**config.mk**
```make
export PLATFORM = sky130hd
export DESIGN_NAME = bp_resolve_unit
export DESIGN_NICKNAME = d
export VERILOG_FILES = /design/src/rtl/super_pkg.sv /design/src/rtl/bp_miss_detect.sv /design/src/rtl/bp_resolve_unit.sv
export SDC_FILE = /design/constraint.sdc
export NUM_CORES = 1
export LEC_CHECK = 0
export ABC_CLOCK_PERIOD_IN_PS = 6950
export CAP_MARGIN = 20
export CELL_PAD_IN_SITES_DETAIL_PLACEMENT = 2
export CELL_PAD_IN_SITES_GLOBAL_PLACEMENT = 2
export CORE_MARGIN = 1.5
export CORE_UTILIZATION = 27
export DETAILED_ROUTE_END_ITERATION = 6
export PLACE_DENSITY = 0.9
export RECOVER_POWER = 25
export SETUP_SLACK_MARGIN = 0.05
export SKIP_CTS_REPAIR_TIMING = 1
export SYNTH_ARGS = -nofsm -noshare
export SYNTH_HDL_FRONTEND = slang
export SYNTH_HIERARCHICAL = 1
export SYNTH_SLANG_ARGS = --single-unit
```
**constraint.sdc**
```tcl
create_clock -name clk_i -period 6.95 [get_ports clk_i]
set_input_delay 1.0425 -clock clk_i [delete_from_list [all_inputs] [get_ports clk_i]]
set_output_delay 1.0425 -clock clk_i [all_outputs]
set_load 0.1 [all_outputs]
```
**src/rtl/super_pkg.sv**
```systemverilog
// -----------------------------------------------------------------------------
// super_pkg
//   Shared pipeline types for the EX stage and the front-end branch predictor.
//   ex_bp_info_t : update packet sent from EX to the predictor tables.
//   bp_res_t     : one resolved EX slot together with the prediction it carried.
//   seq_pc()     : fall-through PC of an instruction (compressed = 2 bytes).
// -----------------------------------------------------------------------------
package super_pkg;

    localparam int unsigned NUM_SLOTS = 2;

    // Predictor update packet; valid bits per slot, slot 0 is the older one.
    typedef struct packed {
        logic [1:0]  is_branch;
        logic [1:0]  is_jal;
        logic [1:0]  taken;
        logic [31:0] pc0;
        logic [31:0] pc1;
        logic [31:0] target0;
        logic [31:0] target1;
    } ex_bp_info_t;

    // Resolved slot: static kind, prediction carried from IF, actual outcome.
    typedef struct packed {
        logic [31:0] pc;
        logic        is_branch;
        logic        is_jal;
        logic        is_comp;
        logic        ptaken;
        logic [31:0] ptarget;
        logic        taken;
        logic [31:0] target;
    } bp_res_t;

    function automatic logic [31:0] seq_pc(input logic [31:0] pc, input logic is_comp);
        return pc + (is_comp ? 32'd2 : 32'd4);
    endfunction

endpackage

```
**src/rtl/bp_miss_detect.sv**
```systemverilog
// -----------------------------------------------------------------------------
// bp_miss_detect
//   Combinational check of one resolved slot against its prediction.
//   res_i        : resolved slot (kind, prediction, outcome)
//   miss_o       : prediction was wrong for this slot
//   correct_pc_o : PC fetch should have continued from after this slot
// -----------------------------------------------------------------------------
module bp_miss_detect
    import super_pkg::*;
(
    input  bp_res_t     res_i,
    output logic        miss_o,
    output logic [31:0] correct_pc_o
);

    always_comb begin
        miss_o = 1'b0;
        if (res_i.is_branch) begin
            // Target only matters when the branch really went.
            miss_o = (res_i.ptaken != res_i.taken) ||
                     (res_i.taken && (res_i.ptarget != res_i.target));
        end else if (res_i.is_jal) begin
            miss_o = !res_i.ptaken || (res_i.ptarget != res_i.target);
        end
    end

    // A jal always transfers control, even if the ALU left taken low.
    assign correct_pc_o = (res_i.taken || res_i.is_jal) ? res_i.target
                                                        : seq_pc(res_i.pc, res_i.is_comp);

endmodule

```
**src/rtl/bp_resolve_unit.sv**
```systemverilog
// -----------------------------------------------------------------------------
// bp_resolve_unit
//   EX-stage branch resolution: compares both EX slots with their predictions,
//   builds the registered predictor update packet, raises a held redirect on a
//   mispredict, generates the one-cycle table-init pulse and counts branches.
//
//   clk_i, rst_ni      : clock, asynchronous active-low reset
//   ex_valid_i[1:0]    : slot valid (slot 0 older)
//   ex_res0_i/ex_res1_i: resolved slot info
//   bp_flush_req_i     : request predictor-table flush
//   redirect_ack_i     : IF accepted the redirect
//   ex_bp_info_o       : registered update packet
//   ex_bp_init_o       : one-cycle table-init pulse
//   tbl_rst_val_o      : table init value (RstTarget)
//   redirect_req_o/pc_o: held mispredict redirect and correct next PC
//   ex_stall_o         : EX holds while a redirect is outstanding
//   br_cnt_o/miss_cnt_o: resolved branch+jal count, mispredict-cycle count
// -----------------------------------------------------------------------------
module bp_resolve_unit
    import super_pkg::*;
#(
    parameter logic [31:0] RstTarget = 32'h0,
    parameter int          CntW      = 32
) (
    input  logic            clk_i,
    input  logic            rst_ni,
    input  logic [1:0]      ex_valid_i,
    input  bp_res_t         ex_res0_i,
    input  bp_res_t         ex_res1_i,
    input  logic            bp_flush_req_i,
    input  logic            redirect_ack_i,
    output ex_bp_info_t     ex_bp_info_o,
    output logic            ex_bp_init_o,
    output logic [31:0]     tbl_rst_val_o,
    output logic            redirect_req_o,
    output logic [31:0]     redirect_pc_o,
    output logic            ex_stall_o,
    output logic [CntW-1:0] br_cnt_o,
    output logic [CntW-1:0] miss_cnt_o
);

    typedef enum logic {R_IDLE, R_WAIT}  redir_state_e;
    typedef enum logic {I_IDLE, I_PULSE} init_state_e;

    redir_state_e    redir_state_reg;
    init_state_e     init_state_reg;
    logic            redirect_req_reg;
    logic [31:0]     redirect_pc_reg;
    logic            init_pulse_reg;
    ex_bp_info_t     info_reg;
    ex_bp_info_t     info_next;
    logic [CntW-1:0] br_cnt_reg;
    logic [CntW-1:0] miss_cnt_reg;

    bp_res_t         res       [NUM_SLOTS];
    logic [31:0]     corr_pc   [NUM_SLOTS];
    logic [1:0]      miss;
    logic [1:0]      eff;
    logic [1:0]      eff_miss;
    logic [1:0]      upd_branch;
    logic [1:0]      upd_jal;
    logic [1:0]      upd_taken;
    logic [1:0]      counted;
    logic [1:0]      br_inc;
    logic            any_miss;
    logic [31:0]     miss_pc;
    logic            stall;
    logic            init_fire;

    assign res[0] = ex_res0_i;
    assign res[1] = ex_res1_i;

    genvar gi;
    generate
        for (gi = 0; gi < NUM_SLOTS; gi++) begin : g_slot
            bp_miss_detect u_miss_detect (
                .res_i        (res[gi]),
                .miss_o       (miss[gi]),
                .correct_pc_o (corr_pc[gi])
            );

            assign upd_branch[gi] = eff[gi] & res[gi].is_branch;
            assign upd_jal[gi]    = eff[gi] & res[gi].is_jal;
            // jal updates always train the entry as taken.
            assign upd_taken[gi]  = res[gi].taken | res[gi].is_jal;
            assign counted[gi]    = upd_branch[gi] | upd_jal[gi];
            assign eff_miss[gi]   = eff[gi] & miss[gi];
        end
    endgenerate

    assign stall  = (redir_state_reg == R_WAIT);
    assign eff[0] = ex_valid_i[0] & ~stall;
    // An older mispredict squashes the younger slot.
    assign eff[1] = ex_valid_i[1] & ~stall & ~(eff[0] & miss[0]);

    assign any_miss  = |eff_miss;
    assign miss_pc   = eff_miss[0] ? corr_pc[0] : corr_pc[1];
    assign init_fire = (init_state_reg == I_IDLE) & bp_flush_req_i;
    assign br_inc    = {1'b0, counted[0]} + {1'b0, counted[1]};

    always_comb begin
        info_next           = '0;
        info_next.taken     = upd_taken;
        info_next.pc0       = ex_res0_i.pc;
        info_next.pc1       = ex_res1_i.pc;
        info_next.target0   = ex_res0_i.target;
        info_next.target1   = ex_res1_i.target;
        // A table init in flight must not be followed by a stale training write.
        if (!init_fire) begin
            info_next.is_branch = upd_branch;
            info_next.is_jal    = upd_jal;
        end
    end

    // Redirect FSM with registered request/PC.
    always_ff @(posedge clk_i or negedge rst_ni) begin
        if (!rst_ni) begin
            redir_state_reg  <= R_IDLE;
            redirect_req_reg <= 1'b0;
            redirect_pc_reg  <= 32'h0;
        end else begin
            case (redir_state_reg)
                R_IDLE: begin
                    if (any_miss) begin
                        redir_state_reg  <= R_WAIT;
                        redirect_req_reg <= 1'b1;
                        redirect_pc_reg  <= miss_pc;
                    end
                end
                R_WAIT: begin
                    if (redirect_ack_i) begin
                        redir_state_reg  <= R_IDLE;
                        redirect_req_reg <= 1'b0;
                    end
                end
                default: begin
                    redir_state_reg  <= R_IDLE;
                    redirect_req_reg <= 1'b0;
                end
            endcase
        end
    end

    // Init FSM: the mandatory return to I_IDLE drops requests during the pulse.
    always_ff @(posedge clk_i or negedge rst_ni) begin
        if (!rst_ni) begin
            init_state_reg <= I_IDLE;
            init_pulse_reg <= 1'b0;
        end else begin
            case (init_state_reg)
                I_IDLE: begin
                    if (bp_flush_req_i) begin
                        init_state_reg <= I_PULSE;
                        init_pulse_reg <= 1'b1;
                    end
                end
                default: begin
                    init_state_reg <= I_IDLE;
                    init_pulse_reg <= 1'b0;
                end
            endcase
        end
    end

    always_ff @(posedge clk_i or negedge rst_ni) begin
        if (!rst_ni) begin
            info_reg     <= '0;
            br_cnt_reg   <= '0;
            miss_cnt_reg <= '0;
        end else begin
            info_reg     <= info_next;
            br_cnt_reg   <= br_cnt_reg + CntW'(br_inc);
            miss_cnt_reg <= miss_cnt_reg + CntW'(any_miss);
        end
    end

    assign ex_bp_info_o   = info_reg;
    assign ex_bp_init_o   = init_pulse_reg;
    assign tbl_rst_val_o  = RstTarget;
    assign redirect_req_o = redirect_req_reg;
    assign redirect_pc_o  = redirect_pc_reg;
    assign ex_stall_o     = stall;
    assign br_cnt_o       = br_cnt_reg;
    assign miss_cnt_o     = miss_cnt_reg;

endmodule

```
Word-level counts from Yosys, hierarchy flattened:

Index checks and enable logic that the tools add are counted.

* register bits: 234
* bits in latches: 0
* RAM bits: 0
* ROM bits: 0
* memories: 0

* $add $sub $neg: 5
* multipliers: 0
* divide/modulo/power cells: 0
* order comparisons: 0
* eq/ne operators: 6
* shifts and indexed selects: 0
* muxes and demuxes: 20
* bitwise logic cells: 17
* reductions and logical operators: 14

Operator list (count)
* 32-bit two-way mux: 3
* 32-bit adder: 2
* 32-bit inequality test: 2
* 32-bit by 1-bit adder with 32-bit output: 1
* 32-bit by 2-bit adder with 32-bit output: 1
* 1-bit two-way mux: 12
* 1-bit bitwise AND: 10
* 1-bit logical OR: 6
* 3-bit two-way mux: 2
* 4-bit two-way mux: 1
* 2-bit inequality test, second input constant: 2
* 1-bit OR: 4
* 1-bit one-hot mux with 2 select lines: 2
* 2-bit AND reduction: 2
* 1-bit inverter: 3
* 1-bit by 1-bit adder with 2-bit output: 1
* 1-bit logical AND: 2
* 1-bit logical NOT: 2
* 1-bit inequality test: 2
* 2-bit nonzero test: 1
* 2-bit OR reduction: 1

Logic depth before layout (Yosys ltp):

Gate-level depths: netlist of run 1.

* word-level depth: 11
* mapped depth: 17
* depth with buffers taken out: 14

Hierarchy:

Netlist of run 1, hierarchy kept.

Modules (own cells, without submodules)
* bp_resolve_unit: instances 1, cells an instance 576, area an instance 8177.8 sq um, sequential area each 5855.6 sq um
* bp_miss_detect (g_slot[0].u_miss_detect): instances 1, cells an instance 212, area an instance 1403.8 sq um, sequential area each 0.0 sq um
* bp_miss_detect (g_slot[1].u_miss_detect): instances 1, cells an instance 208, area an instance 1391.3 sq um, sequential area each 0.0 sq um

Worst setup path after synthesis of run 1:

Ideal clock, no wire load.

* kind: input -> register
* from: in ex_res0_i[9] (netlist bit)
* to: reg br_cnt_reg[14], in the netlist br_cnt_o[14]
* setup time: 0.158 ns
* arrival: 4.057 ns
* setup slack: 2.735 ns
* stages on the path: 17
* buffers on the path: 3
* cell sequence: xnor2_1 > nand4_1 > nor4_1 > a41oi_1 > a22o_1 > nand3b_1 > buf_2 > buf_2 > o211ai_1 > fa_1 > inv_1 > ha_1 > and4_1 > and3_1 > buf_2 > nand4_1 > xnor2_1

* word-level cells in the longest chain between the ends: 11
* elaborated cells between the ends (all ways): 14

Ends and longest elaborated chain
* start: declaration: RTL line bp_resolve_unit.sv:28 `input bp_res_t ex_res0_i,`
* 32-bit inequality test *: RTL line bp_miss_detect.sv:21, bp_miss_detect.sv:23
* 1-bit logical OR or 1-bit logical AND (tied branches): RTL line bp_miss_detect.sv:23, bp_miss_detect.sv:21
* 1-bit two-way mux or 1-bit logical OR (tied branches): RTL line bp_miss_detect.sv:22, bp_miss_detect.sv:20
* 1-bit two-way mux *: RTL line bp_miss_detect.sv:18 `if (res_i.is_branch) begin`
* via miss[0]: RTL line bp_resolve_unit.sv:57 `logic [1:0] miss;`
* 1-bit bitwise AND *: RTL line bp_resolve_unit.sv:94 `assign eff[1] = ex_valid_i[1] & ~stall & ~(eff[0] & miss[0]);`
* 1-bit inverter *: RTL line bp_resolve_unit.sv:94
* 1-bit bitwise AND *: RTL line bp_resolve_unit.sv:94
* 1-bit bitwise AND (on tied branches): RTL line bp_resolve_unit.sv:82, bp_resolve_unit.sv:83
* 1-bit OR *: RTL line bp_resolve_unit.sv:86 `assign counted[gi] = upd_branch[gi] | upd_jal[gi];`
* 1-bit by 1-bit adder with 2-bit output *: RTL line bp_resolve_unit.sv:99 `assign br_inc = {1'b0, counted[0]} + {1'b0, counted[1]};`
* 32-bit by 2-bit adder with 32-bit output *: RTL line bp_resolve_unit.sv:172 `br_cnt_reg <= br_cnt_reg + CntW'(br_inc);`
* end signal: assignment: RTL line bp_resolve_unit.sv:172
* end: declaration: RTL line bp_resolve_unit.sv:52 `logic [CntW-1:0] br_cnt_reg;`

The timed path passes the listed nets; every way through them passes the cells marked *.
A chain may end at the register's enable or synchronous reset.

Final worst setup path of run 1:

* from: in ex_res0_i[15] (netlist bit)
* to: reg br_cnt_reg[28], in the netlist br_cnt_o[28]

The elaborated chain is that of the path after synthesis.

==> impl_metrics.tcl, run 1 <==
set metrics [dict create \
    status "completed" \
    final.min_clock_period_ps 5098 \
    clkSinkCount 234 \
    ys_types 52 \
    power_density_mw_per_mm2 333.2 \
    top_layer "met5" \
    grt_pass1_vias 10980 \
    start_util_pct 27.49 \
    num_rows 73 \
    routed_wl_mm 50.05 \
    endpoint_kind "flip-flop" \
    drtAntennaViolNets 0 \
    fmax_ghz 0.1962 \
    pre_cts_ws_ps 1541 \
    largest_reg_flops 134 \
    io_pins 473 \
    grt_pass1_wl_mm 73.72 \
    clk_latency_ps 590 \
    post_drt_wl_per_cell_um 25.19 \
    firstDrtPassIters 5 \
    setup_tns_ps 0 \
    gr-usage-all-layers_pct 23.67 \
    cts_tree "done" \
    fin_area_sq_mm 0.01674 \
    clockRootBuffer "clkbuf_16" \
    path_class "primary input to flip-flop" \
    dr_wl_met3_mm 3.433 \
    period_share_pct 73.35 \
    portBuffers 440 \
    area_growth_syn_to_layout_pct 52.57 \
    grt-ovfl-total 0 \
    skew_ps 33.81 \
    hpwl_mm 38.24 \
    leakage_nw 7.038 \
    critical_path_required_ps 7410 \
    layout_setup_ws_ps 1852 \
    drt_iter0_drc 405 \
    rsz0062_at_grt "no" \
    dieHeight_um 204.6 \
    hp-class "flip-flop to flip-flop" \
    gp_congestion 0.8305 \
    synth_warnings 6 \
    setup_viol 0 \
    tightest_slew_ps 1114 \
    yosysSeqAreaShare_pct 53.36 \
    grt_max_degree 95 \
    path_max_fanout 11 \
    nets 1656 \
    final_core_util_pct 41.94 \
    ys_async_sr_fraction_pct 100.0 \
    arrival_ps 5560 \
    vias 9534 \
    synth_ff_type "dfrtp_1" \
    ctsLongestPathBuffers 3 \
    cts.htree.levels 1 \
    maxSlewHeadroom_pct 25.50 \
    hold_viol 0 \
    synth_cells 996 \
    ir_drop_v 0.0004316 \
    synth_area_per_cell_sq_um 11.02 \
    drive_above_1_share_pct 6.310 \
    cp-start-kind "primary input" \
    drv_cap 0 \
    synth_edf_count 0 \
    p_total_w 0.005578 \
    cts-buffers-inserted 28 \
    drc 0 \
    clkTransAtPathRegs_ps 60 \
    wl_met2_mm 26.58 \
    syn-cell-area_sq_mm 0.01097 \
    via_per_inst 4.798 \
    synth-seq-cells 234 \
    finalMaxSlewViolations 0 \
    place_area_sq_mm 0.01580 \
    fp.dieW_um 204.6 \
    core-area_sq_mm 0.03991 \
    antenna_found_initial 5 \
    wl_met1_mm 18.85 \
    fp.dieArea_sq_mm 0.04186 \
]
==> logic make-up (layout without fill, tap and decap cells) <==
group           Yosys count  count (layout)  synth area share (%)
compound gates          103             103                 4.949
flops                   234             234                 53.36
mux                      36              36                 3.330
simple gates            346             346                 18.16
fa+ha+maj                10              10                 1.345
buf+inv                  84             515                 4.287
xor+xnor                182             182                 14.53
other cells               1              36               0.03417
==> routing by layer <==
layer / GRT usage, % / vias up
li1: - / 4236
met1: 26.82 / 4875
met2: 43.80 / 365
met3: 5.791 / 56
met4: 6.408 / 2
met5: 0 / -
==> worst max-delay path, stage by stage <==
cell           delay (ps)
dlygate4sd3_1         600
xnor2_1               410
nand4_1               160
nor4_1                660
a41oi_1               210
a22o_1                260
nand3b_1              120
o211ai_1              120
fa_1                  400
inv_1                  90
ha_1                  210
and4_1                280
and3_1                430
nor3b_1               320
xor2_1                230
==> power by group <==
| part | switching, W | total (W) | internal [W] |
|---|---|---|---|
| Sequential | 0.000145 | 0.00169 | 0.00154 |
| Combinational | 0.00187 | 0.00242 | 0.000546 |
| Clock | 0.000621 | 0.00148 | 0.000856 |
==> Yosys cell counts (3+ instances only) <==
cell | number | area (sq um)
nor4_1 | 9 | 56.30
nor4_2 | 5 | 62.56
dfrtp_1 | 234 | 5856
nand4_1 | 39 | 244.0
mux2_2 | 4 | 45.04
nand2_1 | 97 | 364.1
o21ai_1 | 18 | 90.09
and3_1 | 14 | 87.58
o21ai_0 | 42 | 210.2
fa_1 | 3 | 60.06
xnor2_1 | 124 | 1086
and2_1 | 12 | 75.07
buf_2 | 13 | 65.06
nor2b_1 | 8 | 50.05
clkbuf_1 | 16 | 60.06
nand3_1 | 38 | 190.2
inv_1 | 19 | 71.32
nor3_1 | 19 | 95.09
xor2_1 | 58 | 508.0
nand3_2 | 3 | 30.03
and4b_1 | 3 | 30.03
and4_1 | 13 | 113.9
nor2_1 | 55 | 206.5
nor4_4 | 4 | 85.08
buf_4 | 35 | 262.8
ha_1 | 7 | 87.58
a22o_1 | 3 | 26.28
or2_2 | 4 | 25.02
mux2i_1 | 32 | 320.3
a21oi_1 | 35 | 175.2
==> final timing paths <==
check | start | end | slack (ps) | cells past startpoint
max in group asynchronous | rst_ni | ex_bp_info_o[23]$_DFF_PN0_ | 4930 | 2
hold reg to reg | init_state_reg$_DFF_PN0_ | ex_bp_init_o$_DFFE_PN0P_ | 460 | 1
min in group asynchronous | rst_ni | br_cnt_o[22]$_DFF_PN0_ | 490 | 1
hold / removal | init_state_reg$_DFF_PN0_ | ex_bp_init_o$_DFFE_PN0P_ | 460 | 1
setup reg to reg | ex_stall_o$_DFF_PN0_ | br_cnt_o[28]$_DFF_PN0_ | 3830 | 9
setup / recovery | ex_res0_i[15] | br_cnt_o[28]$_DFF_PN0_ | 1850 | 15
==> cells in the final DEF (no fill, tap or decap), drive strengths merged, types with 2 or more instances in the layout <==
cell           instances
clkdlybuf4s50        341
dfrtp                234
xnor2                124
dlygate4sd3           98
nand2                 97
o21ai                 61
xor2                  58
nor2                  56
nand4                 43
nand3                 43
clkbuf                39
a21oi                 35
mux2i                 32
conb                  32
nor3                  20
inv                   19
nor4                  18
and3                  16
and4                  13
and2                  13
clkinv                 9
nor2b                  8
ha                     7
buf                    7
or2                    6
diode                  4
mux2                   4
and4b                  3
fa                     3
a22o                   3
nand3b                 2
a41oi                  2
nor4b                  2
nor3b                  2
==> stage by stage <==
| step | hold slack [ps] | cells |
|---|---|---|
| 6_report | 463.3 | 1987 |
| 5_1_grt | 464.0 | 1986 |
| 4_1_cts | 466.9 | 1982 |
| 3_5_place_dp | 457.8 | 1932 |
| 3_3_place_gp | 408.6 | 1932 |
| 2_1_floorplan | 403.5 | 1027 |
==> final cells by class <==
class | count | area [sq um]
sequential | 234 | 5856
fill | 4073 | 23170
clock inverter | 11 | 93.84
antenna | 4 | 10.01
clock buffer | 39 | 822.0
tap | 525 | 656.9
multi-input combinational | 709 | 4765
inverter | 19 | 71.32
timing repair buffer | 446 | 4467
(Power assumes the default switching activity.)
==> run 2: changes to the inputs <==
Settings changed: ABC_CLOCK_PERIOD_IN_PS 6950 to 4200, CORE_UTILIZATION 27 to 23, PLACE_DENSITY 0.9 to 0.82.
Clock period 6.95 ns to 4.2 ns, I/O delays scaled along.
==> run 2 against run 1 <==
  * The run now ends with max-capacitance violations, max-slew violations left
  * Global-route usage shrank 3.6 points
  * Die area increased by 17%
  * Critical path depth rose by 2
  * Count of clock-buffer cells in the layout increased by 1
  * Power increased by 69%
  * Clock power grew 78%
  * Clock skew shrank 27 ps
  * Highest routed layer unchanged
  * Sequential share of layout area decreased by 0.98 points
  * Wire length is 0.66% lower
  * Setup slack got worse by 1600 ps
  * Register-to-register slack lost 2300 ps
  * First-iteration DRC count rose by 20%
==> impl_metrics.tcl, run 2 (synthesized netlist as in run 1, its figures left out) <==
set metrics [dict create \
    status "complete, but fails checks" \
    failed_checks "max-capacitance violations, max-slew violations" \
    clkSinkCount 234 \
    leakage_nw 7.263 \
    maxSlewHeadroom_pct -100.0 \
    drt_iter0_drc 487 \
    pwr-share-seq_pct 29.4 \
    core-area_sq_mm 0.04685 \
    vias 9467 \
    routed_wl_mm 49.72 \
    fmax_ghz 0.2551 \
    pre_cts_ws_ps -301.8 \
    grt_max_degree 106 \
    clkTransAtPathRegs_ps 60 \
    dieHeight_um 221.4 \
    fp.dieW_um 221.4 \
    critPathCapture "br_cnt_o[26]$_DFF_PN0_" \
    endpoint_kind "flip-flop" \
    internal_power_w 0.005049 \
    firstDrtPassIters 4 \
    arrival_ps 4390 \
    skew_ps 6.715 \
    tightest_slew_ps 3001 \
    rsz0062_at_grt "no" \
    grt-ovfl-total 0 \
    post_drt_wl_per_cell_um 23.56 \
    final_cell_mix "clkdlybuf4s50_1, dfrtp_1, xnor2_1" \
    netSwitchingFraction_pct 46.48 \
    cp-start-kind "primary input" \
    rrSetupSlack_ps 1560 \
    hpwl_mm 39.53 \
    critical_path_required_ps 4670 \
    via_per_inst 4.487 \
    pwr-share-clk_pct 28.0 \
    place_area_sq_mm 0.01620 \
    portBuffers 440 \
    r2r-start "ex_stall_o$_DFF_PN0_" \
    clockRootBuffer "clkbuf_16" \
    ctsLongestPathBuffers 3 \
    p_switching_w 0.004385 \
    power_density_mw_per_mm2 547.8 \
    cts-buffers-inserted 30 \
    layout_setup_ws_ps 279.7 \
    fp.dieArea_sq_mm 0.04903 \
    fillCellCount 4982 \
    drtAntennaViolNets 0 \
    setup_tns_ps 0 \
    fin_area_sq_mm 0.01722 \
    clk_latency_ps 580 \
    area_growth_syn_to_layout_pct 56.96 \
    nets 1695 \
    hold_viol 0 \
    path_class "primary input to flip-flop" \
    setup_viol 0 \
    period_share_pct 93.34 \
    power_frac_comb_pct 42.7 \
    whs_ps 464.5 \
    antenna_found_initial 7 \
    reg2reg_to "br_cnt_o[26]$_DFF_PN0_" \
    drc 0 \
    largest_reg_flops 134 \
    gr-usage-all-layers_pct 20.08 \
    gp_congestion 0.8124 \
    start_util_pct 23.42 \
    num_rows 79 \
    drive_above_1_share_pct 8.739 \
    cts_tree "done" \
    mostFrequentLayoutCell "clkdlybuf4s50_1" \
    io_pins 473 \
    ir_drop_v 0.0007074 \
    hp-class "flip-flop to flip-flop" \
    reg2reg_depth 10 \
    final.min_clock_period_ps 3920 \
    crit_start "ex_res0_i[18]" \
    grt_pass1_wl_mm 73.42 \
    finalMaxSlewViolations 104 \
    path_max_fanout 9 \
    grt_pass1_vias 10890 \
    drv_cap 1 \
    cts.htree.levels 1 \
    p_total_w 0.009434 \
]
==> run 2: cell types whose count changed in the layout (fill, tap and decap cells not counted), moves of 2 or more <==
cell             delta
clkbuf_16           +2
buf_4              +35
clkinvlp_4          +2
clkbuf_1            +2
clkbuf_8            -3
clkdlybuf4s50_1    -21
bufinv_16           +2
dlygate4sd3_1      +21
buf_12              +2
==> run 2: cell type report <==
cell class                      count  area [sq um]  area share (%)
Antenna cell                        4         10.01         0.05812
Tap cell                          607         759.5           4.410
Sequential cell                   234          5856           34.00
Clock buffer                       40         838.3           4.867
Inverter                           19         71.32          0.4141
Timing Repair Buffer              483          4760           27.64
Clock inverter                     14         163.9          0.9517
Multi-Input combinational cell    709          4765           27.66
==> run 2: per-stage QoR <==
stage,instances,utilization [%]
after floorplan,1027,-
after global placement,2051,34.58
after detailed placement,2051,34.58
after CTS,2105,36.72
after global routing,2109,36.75
final,2110,36.76
==> run 2: worst max-delay path: stages <==
cell and delay, ps:
dlygate4sd3_1 600, xnor2_1 310, nand4_1 210, nor3_1 260, buf_4 170, nand3_1 80
a22o_1 270, nand3b_1 110, o211ai_1 120, fa_1 410, inv_1 90, ha_1 160
and4_1 200, and3_1 210, buf_4 190, nand4_1 120, xnor2_1 260
==> run 2: power by group through the flow <==
stage	Combinational, W	Sequential, W	Clock [W]
CTS	0.00407	0.00278	0.00273
finish	0.00402	0.00277	0.00264
global route	0.00419	0.00281	0.00280
global placement	0.00400	0.00278	0
detailed placement	0.00406	0.00280	0
floorplan	0.000671	0.00488	0
==> run 2: worst min-delay path by stage <==
stage                        startpoint                       end  depth (start not counted)  slack, ps
2_1_floorplan                    rst_ni     br_cnt_o[0]$_DFF_PN0_                          0        330
3_3_place_gp   init_state_reg$_DFF_PN0_  ex_bp_init_o$_DFFE_PN0P_                          1        410
3_5_place_dp   init_state_reg$_DFF_PN0_  ex_bp_init_o$_DFFE_PN0P_                          1        470
4_1_cts                          rst_ni    br_cnt_o[26]$_DFF_PN0_                          1        120
5_1_grt        init_state_reg$_DFF_PN0_  ex_bp_init_o$_DFFE_PN0P_                          1        480
6_report       init_state_reg$_DFF_PN0_  ex_bp_init_o$_DFFE_PN0P_                          1        460
==> run 2: metal layers <==
metal / up-vias / routed length, um / GRT usage (%)
li1: 4311 / - / -
met1: 4755 / 19330 / 22.73
met2: 330 / 25960 / 37.05
met3: 67 / 3139 / 5.351
met4: 4 / 1263 / 5.325
met5: - / 24 / 0
